**config.mk**
```make
export PLATFORM = sky130hd
export DESIGN_NAME = onehot_decoder_seq_flat
export DESIGN_NICKNAME = d
export VERILOG_FILES = /design/src/rtl/onehot_decoder_seq_if.sv /design/src/rtl/onehot_decoder_seq.sv /design/src/flat_wrapper.sv
export SDC_FILE = /design/constraint.sdc
export NUM_CORES = 1
export LEC_CHECK = 0
export ABC_AREA = 1
export CAP_MARGIN = 30
export CORE_MARGIN = 2
export CORE_UTILIZATION = 60
export CTS_CLUSTER_DIAMETER = 50
export DETAILED_ROUTE_END_ITERATION = 7
export GPL_TIMING_DRIVEN = 0
export MAX_ROUTING_LAYER = met4
export PLACE_DENSITY = 0.84
export SLEW_MARGIN = 20
export SYNTH_ARGS = -nofsm -noshare
export SYNTH_HDL_FRONTEND = slang
export SYNTH_SLANG_ARGS = --single-unit
export TNS_END_PERCENT = 1
```
**constraint.sdc**
```tcl
create_clock -name clk -period 8.1 [get_ports clk]
set_input_delay 2.43 -clock clk [delete_from_list [all_inputs] [get_ports clk]]
set_output_delay 2.43 -clock clk [all_outputs]
set_load 0.03 [all_outputs]
```
**src/rtl/onehot_decoder_seq_if.sv**
```systemverilog
// Code-input handshake between a code source and the one-hot decoder.
// A push happens on a rising edge when in_valid and in_ready are both high.
interface onehot_decoder_seq_if;
  logic       in_valid;
  logic [2:0] in_code;
  logic       in_ready;

  modport master (output in_valid, output in_code, input in_ready);
  modport slave  (input in_valid, input in_code, output in_ready);
endinterface

```
**src/rtl/onehot_decoder_seq.sv**
```systemverilog
// Sequenced 3-to-8 one-hot decoder: queued codes become one-hot strobes held
// for HOLD_CYCLES, each followed by at least GAP_CYCLES all-zero cycles.
module onehot_decoder_seq #(
  parameter int unsigned HOLD_CYCLES = 4,
  parameter int unsigned GAP_CYCLES  = 1,
  parameter int unsigned FIFO_DEPTH  = 4
) (
  input  logic                        clk,
  input  logic                        rst_n,
  input  logic                        flush,
  onehot_decoder_seq_if.slave         in_bus,
  output logic [7:0]                  y,
  output logic                        y_valid,
  output logic [2:0]                  y_code,
  output logic [$clog2(FIFO_DEPTH):0] level,
  output logic                        busy
);

  localparam int unsigned PW = $clog2(FIFO_DEPTH);
  localparam int unsigned LW = PW + 1;
  localparam logic [LW-1:0] FULL_LEVEL = LW'(FIFO_DEPTH);
  localparam logic [7:0]    HOLD_LOAD  = 8'(HOLD_CYCLES - 1);
  localparam logic [7:0]    GAP_LOAD   = 8'(GAP_CYCLES - 1);

  typedef enum logic [1:0] {
    ST_IDLE = 2'd0,
    ST_HOLD = 2'd1,
    ST_GAP  = 2'd2
  } state_e;

  logic [2:0]    mem_q [FIFO_DEPTH];
  logic [PW-1:0] wr_ptr_q, wr_ptr_d;
  logic [PW-1:0] rd_ptr_q, rd_ptr_d;
  logic [LW-1:0] level_q, level_d;
  logic          in_ready_q, in_ready_d;
  logic          busy_q, busy_d;

  state_e        state_q, state_d;
  logic [7:0]    cnt_q, cnt_d;
  logic [7:0]    y_q, y_d;
  logic          y_valid_q, y_valid_d;
  logic [2:0]    y_code_q, y_code_d;

  logic          push;
  logic          load;
  logic          fifo_empty;
  logic [2:0]    head;

  // Flush discards any code offered in the same cycle.
  assign push       = in_bus.in_valid && in_ready_q && !flush;
  assign fifo_empty = (level_q == {LW{1'b0}});
  assign head       = mem_q[rd_ptr_q];

  // FIFO pointer and occupancy next-state.
  always_comb begin
    wr_ptr_d = wr_ptr_q;
    rd_ptr_d = rd_ptr_q;
    level_d  = level_q;
    if (flush) begin
      wr_ptr_d = {PW{1'b0}};
      rd_ptr_d = {PW{1'b0}};
      level_d  = {LW{1'b0}};
    end else begin
      if (push) begin
        wr_ptr_d = wr_ptr_q + PW'(1);
      end else begin
        wr_ptr_d = wr_ptr_q;
      end
      if (load) begin
        rd_ptr_d = rd_ptr_q + PW'(1);
      end else begin
        rd_ptr_d = rd_ptr_q;
      end
      case ({push, load})
        2'b10:   level_d = level_q + LW'(1);
        2'b01:   level_d = level_q - LW'(1);
        default: level_d = level_q;
      endcase
    end
  end

  // Sequencer next-state: load pops the head and starts a HOLD period.
  always_comb begin
    state_d   = state_q;
    cnt_d     = cnt_q;
    y_d       = y_q;
    y_valid_d = y_valid_q;
    y_code_d  = y_code_q;
    load      = 1'b0;
    if (flush) begin
      state_d   = ST_IDLE;
      cnt_d     = 8'd0;
      y_d       = 8'd0;
      y_valid_d = 1'b0;
      y_code_d  = 3'd0;
    end else begin
      case (state_q)
        ST_IDLE: begin
          if (!fifo_empty) begin
            load = 1'b1;
          end else begin
            load = 1'b0;
          end
        end
        ST_HOLD: begin
          if (cnt_q == 8'd0) begin
            state_d   = ST_GAP;
            cnt_d     = GAP_LOAD;
            y_d       = 8'd0;
            y_valid_d = 1'b0;
            y_code_d  = 3'd0;
          end else begin
            cnt_d = cnt_q - 8'd1;
          end
        end
        ST_GAP: begin
          if (cnt_q != 8'd0) begin
            cnt_d = cnt_q - 8'd1;
          end else if (!fifo_empty) begin
            load = 1'b1;
          end else begin
            state_d = ST_IDLE;
          end
        end
        default: begin
          state_d   = ST_IDLE;
          cnt_d     = 8'd0;
          y_d       = 8'd0;
          y_valid_d = 1'b0;
          y_code_d  = 3'd0;
        end
      endcase
      if (load) begin
        state_d   = ST_HOLD;
        cnt_d     = HOLD_LOAD;
        y_d       = 8'd1 << head;
        y_valid_d = 1'b1;
        y_code_d  = head;
      end else begin
        load = 1'b0;
      end
    end
  end

  // Status flags are registered from next-state so they track level/state exactly.
  always_comb begin
    in_ready_d = (level_d != FULL_LEVEL);
    busy_d     = (state_d != ST_IDLE) || (level_d != {LW{1'b0}});
  end

  // Code storage; contents are don't-care outside the occupied window.
  always_ff @(posedge clk or negedge rst_n) begin
    if (!rst_n) begin
      for (int i = 0; i < FIFO_DEPTH; i++) begin
        mem_q[i] <= 3'd0;
      end
    end else if (push) begin
      mem_q[wr_ptr_q] <= in_bus.in_code;
    end
  end

  // State, counter and output registers.
  always_ff @(posedge clk or negedge rst_n) begin
    if (!rst_n) begin
      wr_ptr_q   <= {PW{1'b0}};
      rd_ptr_q   <= {PW{1'b0}};
      level_q    <= {LW{1'b0}};
      in_ready_q <= 1'b1;
      busy_q     <= 1'b0;
      state_q    <= ST_IDLE;
      cnt_q      <= 8'd0;
      y_q        <= 8'd0;
      y_valid_q  <= 1'b0;
      y_code_q   <= 3'd0;
    end else begin
      wr_ptr_q   <= wr_ptr_d;
      rd_ptr_q   <= rd_ptr_d;
      level_q    <= level_d;
      in_ready_q <= in_ready_d;
      busy_q     <= busy_d;
      state_q    <= state_d;
      cnt_q      <= cnt_d;
      y_q        <= y_d;
      y_valid_q  <= y_valid_d;
      y_code_q   <= y_code_d;
    end
  end

  assign in_bus.in_ready = in_ready_q;
  assign y               = y_q;
  assign y_valid         = y_valid_q;
  assign y_code          = y_code_q;
  assign level           = level_q;
  assign busy            = busy_q;

endmodule
```
**src/flat_wrapper.sv**
```systemverilog
// flat-port wrapper written by rule: the top's interface ports become plain ports
module onehot_decoder_seq_flat 
#(
  parameter int unsigned HOLD_CYCLES = 4,
  parameter int unsigned GAP_CYCLES  = 1,
  parameter int unsigned FIFO_DEPTH  = 4
)
  (clk, rst_n, flush, y, y_valid, y_code, level, busy, in_bus_in_valid, in_bus_in_code, in_bus_in_ready);
  onehot_decoder_seq_if in_bus_i ();
  input  logic clk;
  input  logic rst_n;
  input  logic flush;
  output logic [7:0] y;
  output logic y_valid;
  output logic [2:0] y_code;
  output logic [$clog2(FIFO_DEPTH):0] level;
  output logic busy;
  input wire logic [$bits(in_bus_i.in_valid)-1:0] in_bus_in_valid;
  input wire logic [$bits(in_bus_i.in_code)-1:0] in_bus_in_code;
  output wire logic [$bits(in_bus_i.in_ready)-1:0] in_bus_in_ready;
  assign in_bus_i.in_valid = in_bus_in_valid;
  assign in_bus_i.in_code = in_bus_in_code;
  assign in_bus_in_ready = in_bus_i.in_ready;
  onehot_decoder_seq #(.HOLD_CYCLES(HOLD_CYCLES), .GAP_CYCLES(GAP_CYCLES), .FIFO_DEPTH(FIFO_DEPTH)) u_core (.clk(clk), .rst_n(rst_n), .flush(flush), .in_bus(in_bus_i), .y(y), .y_valid(y_valid), .y_code(y_code), .level(level), .busy(busy));
endmodule
```
==> out/summary.txt <==
status: completed
CP required: 8.29 ns
Pleak: 1.40 nW
H-Tree Depth: 2
uppermost layer routed: met4
share of cells above drive strength 1: 0.125
max_slew headroom: 0.688
I/O Buffers: 23
num rows: 22
Synth area leaders: dfrtp_1 (45%), nand2_1 (11%), o21ai_0 (6.0%), ha_1 (5.4%), inv_1 (5.1%)
placed insts: 345
Adder-Cell Fraction of Synth Area: 0.0621
Synth Flop Type: dfrtp_1
Pre-antenna DRT Iters: 4
Peak VDD IR: 0.191 mV
multi-input logic area: 1110 um^2
DRT iter0 DRCs: 110
mux share of post-synthesis cell area: 0
share of the synthesized area in the top cell type: 0.450
Final Instance Area: 2740 um^2
pwr/cell area: 342 nW/um^2
Worst Skew: 0.00659 ns
Crit Path Max Fanout: 6
Hold Path Class: flip-flop to flip-flop
Reg area: 1080 um^2
most frequent cells in the layout: nand2_1 (66), dfrtp_1 (42), inv_1 (32)
boundary pin count: 24
post-synthesis cell count: 273
Post-CTS Setup Inserts: 0
xor-xnor portion of the synthesized cell area: 0.0187
met3 routed WL: 210 um
critical path class: primary input to flip-flop
Final WS setup: 3.25 ns
total number of vias: 1,857
wirelength, routed: 4400 um
most common cell after layout, fill and taps aside: nand2_1
Final TNS setup: 0 ns
Num CTS Buffers: 5
pin count of the biggest net entering global routing: 26
Synth Area per Inst: 8.56 um^2
#FFs+latches synth: 43
Post-DRT Antenna Nets: 0
CP peak stage delay: 0.68 ns
Filler cells: 279
M1 WL: 1940 um
Syn Std Cell Area: 2340 um^2
Die W: 66.4 um
final period utilization: 0.599
clock latency on the worst-skew pair: 0.30 ns
first-pass GRT wire length: 7470 um
die area: 4410 um^2
fin crit period: 4.85 ns
crit path cell chain: clkdlybuf4s50_1 > inv_1 > nand3_4 > inv_1 > ha_1 > fa_1 > o21ai_0 > o21ai_0 > inv_1 > nand2_1 > nor2_1 > nand2_1
WHS: 0.486 ns
critical path's most frequent cell: inv_1
gr ovfl total: 0
simple-gate share of the synthesized area: 0.307
slew at the pin closest to its max-slew limit: 0.469 ns
Top Family by Delay on Critical Path: buffers and inverters
core area: 3690 um^2
largest family of logic cells by synthesized area: simple AND/OR/NAND/NOR gates
RSZ-0062 raised after global routing: no
clock buffer depth: 2
Slew Limit Fails: 0
Synth Area in Compound Gates: 0.0852
Fin. Hold Viols: 0
area grow syn2layout: 17.1%
overall die height: 66.4 um
Post-CTS Resized: 0
critical path's slowest cell: clkdlybuf4s50_1
hold-fix buffer count after cts: 0
pre-CTS setup slack: 2.94 ns
antenna violations before repair: 0
drt wl/cell: 12.5 um
syn nets: 291
vias per cell: 5.28
ys async rst share: 1.00
Ant. Diodes: 0
Unique masters post-synth: 31
warnings from Yosys: 0
HPWL after DPL: 3350 um
Clock transition at path regs: 0.08 ns
post-synthesis sequential area ratio: 0.461
Starting Density: 0.633
Synth area leader: dfrtp_1
WL met2: 2210 um
Max-Cap Viols: 0
EDFF count, synth: 0
residual DRC count: 0
DP Area: 2650 um^2
Post-Layout Cell Count: 352
worst path bufs/invs: 4
final setup violation count: 0
Crit path arrival time: 5.04 ns
Root Driver: clkbuf_8
Final nets: 322
Worst setup EP type: flip-flop
Final GP Congestion: 0.817
vias in the first global route: 1,762
CTS sink count: 43
Tot GR Track Use: 0.230
CTS tree: yes
achievable clock frequency: 0.206 GHz
crit start category: primary input
metrics by stage:
stage	utilization	power (W)
after CTS	0.742	0.000937
after detailed placement	0.718	0.000801
final	0.742	0.000935
after global placement	0.712	0.000782
after global routing	0.742	0.00100
after floorplan	-	0.000666
synthesized netlist by cell type, types with 2 or more instances:
cell / instances
nor2_1: 28
nor3_1: 2
ha_1: 10
dfrtp_1: 42
nand4_1: 7
o21ai_0: 28
xnor2_1: 2
nand2_4: 2
nand3b_1: 2
a21oi_1: 6
buf_2: 2
nor2_4: 3
nand2_1: 66
xor2_1: 3
inv_2: 3
nand3_1: 10
o21ai_1: 3
nand3_2: 10
inv_1: 32
layout make-up:
cell class                 instances  share of cell area
buffer                             3             0.00777
clock inverter                     1             0.00183
tap                               48              0.0219
clock buffer                       6              0.0302
inverter                          35              0.0480
timing repair buffer              24              0.0924
sequential                        43               0.394
multi-input combinational        192               0.404
routing by layer:
| layer | GRT usage | vias to the layer above |
|---|---|---|
| li1 | - | 938 |
| met3 | 0.0562 | 6 |
| met5 | - | - |
| met1 | 0.270 | 872 |
| met2 | 0.390 | 41 |
| met4 | 0.0740 | 0 |
state kept, by name, summed over array words and instances, names as in the netlist:
register / flops
u_core.wr_ptr_q: 2
u_core.level: 3
u_core.y_valid: 1
u_core.busy: 1
u_core.mem_q: 12
u_core.cnt_q: 8
u_core.y_code: 3
u_core.y: 8
u_core.rd_ptr_q: 2
u_core.state_q: 2
u_core.in_bus.in_ready: 1
kinds of logic (layout without fill, tap and decap cells):
kind of cell    Yosys count  count (layout)
compound gates           39              39
xor+xnor                  5               5
fa+ha+maj                11              11
buf+inv                  38              69
flops                    43              43
simple gates            137             137
report_power, final:
| group | total [W] | switching, W | internal, W |
|---|---|---|---|
| registers | 0.000329 | 0.0000500 | 0.000279 |
| logic | 0.000470 | 0.000297 | 0.000172 |
| clock network | 0.000136 | 0.0000693 | 0.0000669 |
| total | 0.000935 | 0.000417 | 0.000518 |
worst register-to-register path, cell delays in order (launching register included):
cell	delay [ns]
dfrtp_1	0.39
inv_1	0.10
ha_1	0.27
nand2_1	0.15
nor2_4	0.20
nand2_4	0.09
nand2_8	0.10
nand3_4	0.11
inv_1	0.14
ha_1	0.22
fa_1	0.41
o21ai_0	0.28
o21ai_0	0.14
inv_1	0.09
nand2_1	0.07
nor2_1	0.14
nand2_1	0.07
path summary, 6_finish.rpt:
check	start	endpoint	slack [ns]	cells after the start
setup / recovery	flush	u_core.busy$_DFF_PN0_	3.25	12
hold / removal	u_core.mem_q[0]$_DFFE_PN0P_	u_core.mem_q[0]$_DFFE_PN0P_	0.49	2
setup reg to reg	u_core.cnt_q[0]$_DFFE_PN0P_	u_core.busy$_DFF_PN0_	5.02	16
hold reg to reg	u_core.mem_q[0]$_DFFE_PN0P_	u_core.mem_q[0]$_DFFE_PN0P_	0.49	2
max in group asynchronous	rst_n	u_core.in_bus.in_ready$_DFF_PN1_	5.47	2
min in group asynchronous	rst_n	u_core.cnt_q[3]$_DFFE_PN0P_	2.08	1
Note: power is estimated with default switching activity, not from simulation.
==> edit 1 (same flow settings) <==
`FIFO_DEPTH` is set to 4 in 2 places; all go to 8.
--- a/src/rtl/onehot_decoder_seq.sv
+++ b/src/rtl/onehot_decoder_seq.sv
@@ -5,3 +5,3 @@
   parameter int unsigned GAP_CYCLES  = 1,
-  parameter int unsigned FIFO_DEPTH  = 4
+  parameter int unsigned FIFO_DEPTH  = 8
 ) (
--- a/src/flat_wrapper.sv
+++ b/src/flat_wrapper.sv
@@ -5,3 +5,3 @@
   parameter int unsigned GAP_CYCLES  = 1,
-  parameter int unsigned FIFO_DEPTH  = 4
+  parameter int unsigned FIFO_DEPTH  = 8
 )
Interface: changed (resized level); port bits go from 24 to 25. No check against the original RTL was run, so the function may have changed too.
==> edit 1 against the original RTL <==
- count of clock-buffer cells in the layout increased by 5
- final area rose by 26%
- synthesized area up 25%
- via count increased by 32%
- sequential cell count up 15
- non-clock buffer count up 1
- first-iteration DRC count rose by 32%
- worst setup slack improved by 0.40 ns
- wire length up 35%
- die area is 23% higher
- total power rose by 43%
- sequential share of layout area is 2.8 points higher
- critical path type unchanged
- largest power group unchanged
==> edit 1: results (changes against the original RTL) <==
| Metric | Value |
|---|---|
| Setup WS pre-CTS | `3.313 ns (+0.3724 ns)` |
| H-tree depth | `3 (+1)` |
| M1 GR Usage | `32.79% (+5.8 points)` |
| Worst slew pin tran | `0.7064 ns (+0.2378 ns)` |
| Largest register FFs | `24 (+12)` |
| Post-Synthesis Cells | `363 (+33%)` |
| Final wirelength | `5956 um (+35%)` |
| Layout cell share with drive strength beyond 1 | `7.692% (-4.8 points)` |
| Worst Path Max Fanout | `9 (+3)` |
| First-pass GRT wire length | `10,190 um (+37%)` |
| Nets | `414 (+29%)` |
| Synth unique cells | `28 (-9.7%)` |
| P per Cell Area | `389.1 mW/mm2 (+14%)` |
| Initial DRC count | `145 (+32%)` |
| Hold Worst Slack | `0.4908 ns (+0.005224 ns)` |
| Reg2reg path depth | `18 (+2)` |
| Total number of vias | `2,456 (+32%)` |
| Worst EP arrival | `4.68 ns (-0.36 ns)` |
| Hold path startpoint | `u_core.mem_q[21]` |
| Register area share after synthesis | `49.79% (+3.7 points)` |
| Run status | `completed` |
| Worst skew pair latency | `0.34 ns (+0.04 ns)` |
| Worst Clk Skew | `0.006186 ns (-0.0004012 ns)` |
| Wire length on met3 | `347 um (+65%)` |
| Cells after DPL | `441 (+28%)` |
| Worst R2R Setup Slack | `5.33 ns (+0.31 ns)` |
| Crit path largest cell delay | `0.64 ns (-0.04 ns)` |
| Final Instance Count excl. Fillers | `457 (+30%)` |
| Static leakage | `1.697 nW (+21%)` |
| Gpl congestion | `0.9064 (+11%)` |
| Mapped Nets | `379 (+30%)` |
| Sequential power | `0.431 mW (+31%)` |
| WL met1 | `2751 um (+42%)` |
| Global Route met2 Usage | `39.38% (+0.38 points)` |
| CTS buffer count | `9 (+4)` |
| Commonest cells in the netlist | `78 x nand2_1, 57 x dfrtp_1, 57 x inv_1` |
| Wire length on met2 | `2759 um (+25%)` |
| Hold path endpoint | `u_core.mem_q[21]` |
| NetSw | `0.5707 mW (+37%)` |
| Gr usage total | `25.56% (+2.5 points)` |
[edit 1: cell count changes after synthesis, sizes merged, moves of 3 or more]
cell	change
nand2	+14
o21ai	+15
o32ai	+6
nor2	+15
inv	+25
nand4	-7
nand3	-8
clkbuf	+3
dfrtp	+15
a21oi	+5
o22ai	+9
[edit 1: cell families after synthesis]
group / synth area share, %
xor+xnor: 0.9007
simple gates: 22.00
compound gates: 15.09
flops: 49.79
fa+ha+maj: 3.859
buf+inv: 8.362
[edit 1: cell type report]
cell class | count | area (um2) | share of cell area (%)
clock inverters | 5 | 77.57 | 2.254
multi-input cells | 241 | 1221 | 35.48
repair buffers | 24 | 237.7 | 6.907
clock buffers | 11 | 141.4 | 4.108
inverters | 60 | 227.7 | 6.616
plain buffers | 4 | 16.27 | 0.4726
flip-flops and latches | 58 | 1453 | 42.20
well taps | 54 | 67.56 | 1.963
==> edit 2 (same flow settings) <==
Without the edit above. Re-encode `state_e` (3 states) as one-hot, 3 bits wide.
--- a/src/rtl/onehot_decoder_seq.sv
+++ b/src/rtl/onehot_decoder_seq.sv
@@ -24,6 +24,6 @@
 
-  typedef enum logic [1:0] {
-    ST_IDLE = 2'd0,
-    ST_HOLD = 2'd1,
-    ST_GAP  = 2'd2
+  typedef enum logic [2:0] {
+    ST_IDLE = 3'b001,
+    ST_HOLD = 3'b010,
+    ST_GAP  = 3'b100
   } state_e;
Formal check against the unedited RTL: same outputs for any inputs over 10 cycles, from zero or initial values and one cycle with rst_n low; not proved beyond that.
==> edit 2 against the original RTL <==
- synthesized area down 2.0%
- wire length up 0.30%
- synthesized cell count up 2.9%
- worst hold slack worse by 0.012 ns
- non-clock buffer count up 1
- worst setup slack better by 0.22 ns
- combinational power up 8.7%
- first-iteration DRC count up 51%
- total power up 11%
- sequential cell count up 1
- final area down 0.50%
- critical endpoint unchanged
- largest power group unchanged
==> edit 2: results (changes against the original RTL) <==
| Metric | Value |
|---|---|
| Seq Cell Count | `44 (+2.3%)` |
| Clock-cell share | `4.458% (+1.3 points)` |
| Area of the multi-input gates | `0.001018 mm2 (-7.9%)` |
| Register area share after synthesis | `48.22% (+2.1 points)` |
| Hpwl dp | `3299 um (-1.7%)` |
| Seq pwr share | `33.7% (-1.5 points)` |
| Commonest cells in the netlist | `75 x nand2_1, 42 x dfrtp_1, 30 x inv_1` |
| Final wirelength | `4414 um (+0.30%)` |
| Sequential share of cell area | `40.53% (+1.2 points)` |
| WL/cell | `12.23 um (-2.2%)` |
| Crit path largest cell delay | `0.60 ns (-0.08 ns)` |
| Met3 GRT Util | `3.767% (-1.9 points)` |
| P_comb | `0.511 mW (+8.7%)` |
| Wire length on met3 | `135 um (-36%)` |
| M1 GR Usage | `30.94% (+3.9 points)` |
| Worst Path Max Fanout | `7 (+1)` |
| Vias in the first global route | `1,836 (+4.2%)` |
| Gpl congestion | `0.8262 (+1.1%)` |
| Share of the synthesized area in the top cell type | `45.93% (+0.93 points)` |
| Gr usage total | `24.58% (+1.6 points)` |
| DP Area | `0.002601 mm2 (-1.8%)` |
| Post-Synthesis Cells | `281 (+2.9%)` |
| Largest net degree at the start of global routing | `25 (-3.8%)` |
| Total number of vias | `1,874 (+0.92%)` |
| Synth area leaders | `dfrtp_1 46%, nand2_1 12%, nand3_1 5.9%` |
| Run status | `completed` |
| Worst Clk Skew | `0.004907 ns (-0.001680 ns)` |
| Multi-input gate count | `197 (+2.6%)` |
| Synth unique cells | `27 (-13%)` |
| Worst slew pin tran | `0.5813 ns (+0.1128 ns)` |
| Initial DRC count | `166 (+51%)` |
| Static leakage | `1.376 nW (-1.5%)` |
==> edit 2: cell count changes after synthesis, moves of 3 or more <==
cell	before	now
o21ai_1	3	7
nand3_1	10	27
nand2_1	66	75
ha_1	10	6
o21ai_0	28	22
nand4_1	7	3
nand3_2	10	2
inv_2	3	6
a21oi_1	6	9
nor2_1	28	24
==> edit 2: worst paths after layout <==
kind	from	to	cells after the start
max in group asynchronous	rst_n	u_core.state_q[0]	2
setup / recovery	flush	u_core.busy	9
hold reg to reg	u_core.y[1]	u_core.y[1]	2
hold / removal	u_core.y[1]	u_core.y[1]	2
min in group asynchronous	rst_n	u_core.busy	1
setup reg to reg	u_core.cnt_q[0]	u_core.busy	14
==> edit 2: cell families after synthesis <==
group | after synthesis | share of synthesized area, %
buffers and inverters | 40 | 7.271
AOI/OAI and AO/OA | 41 | 9.295
and+or+nand+nor | 147 | 30.29
DFF | 44 | 48.22
xor gates and xnor gates | 2 | 0.7656
adders and majority gates | 7 | 4.155
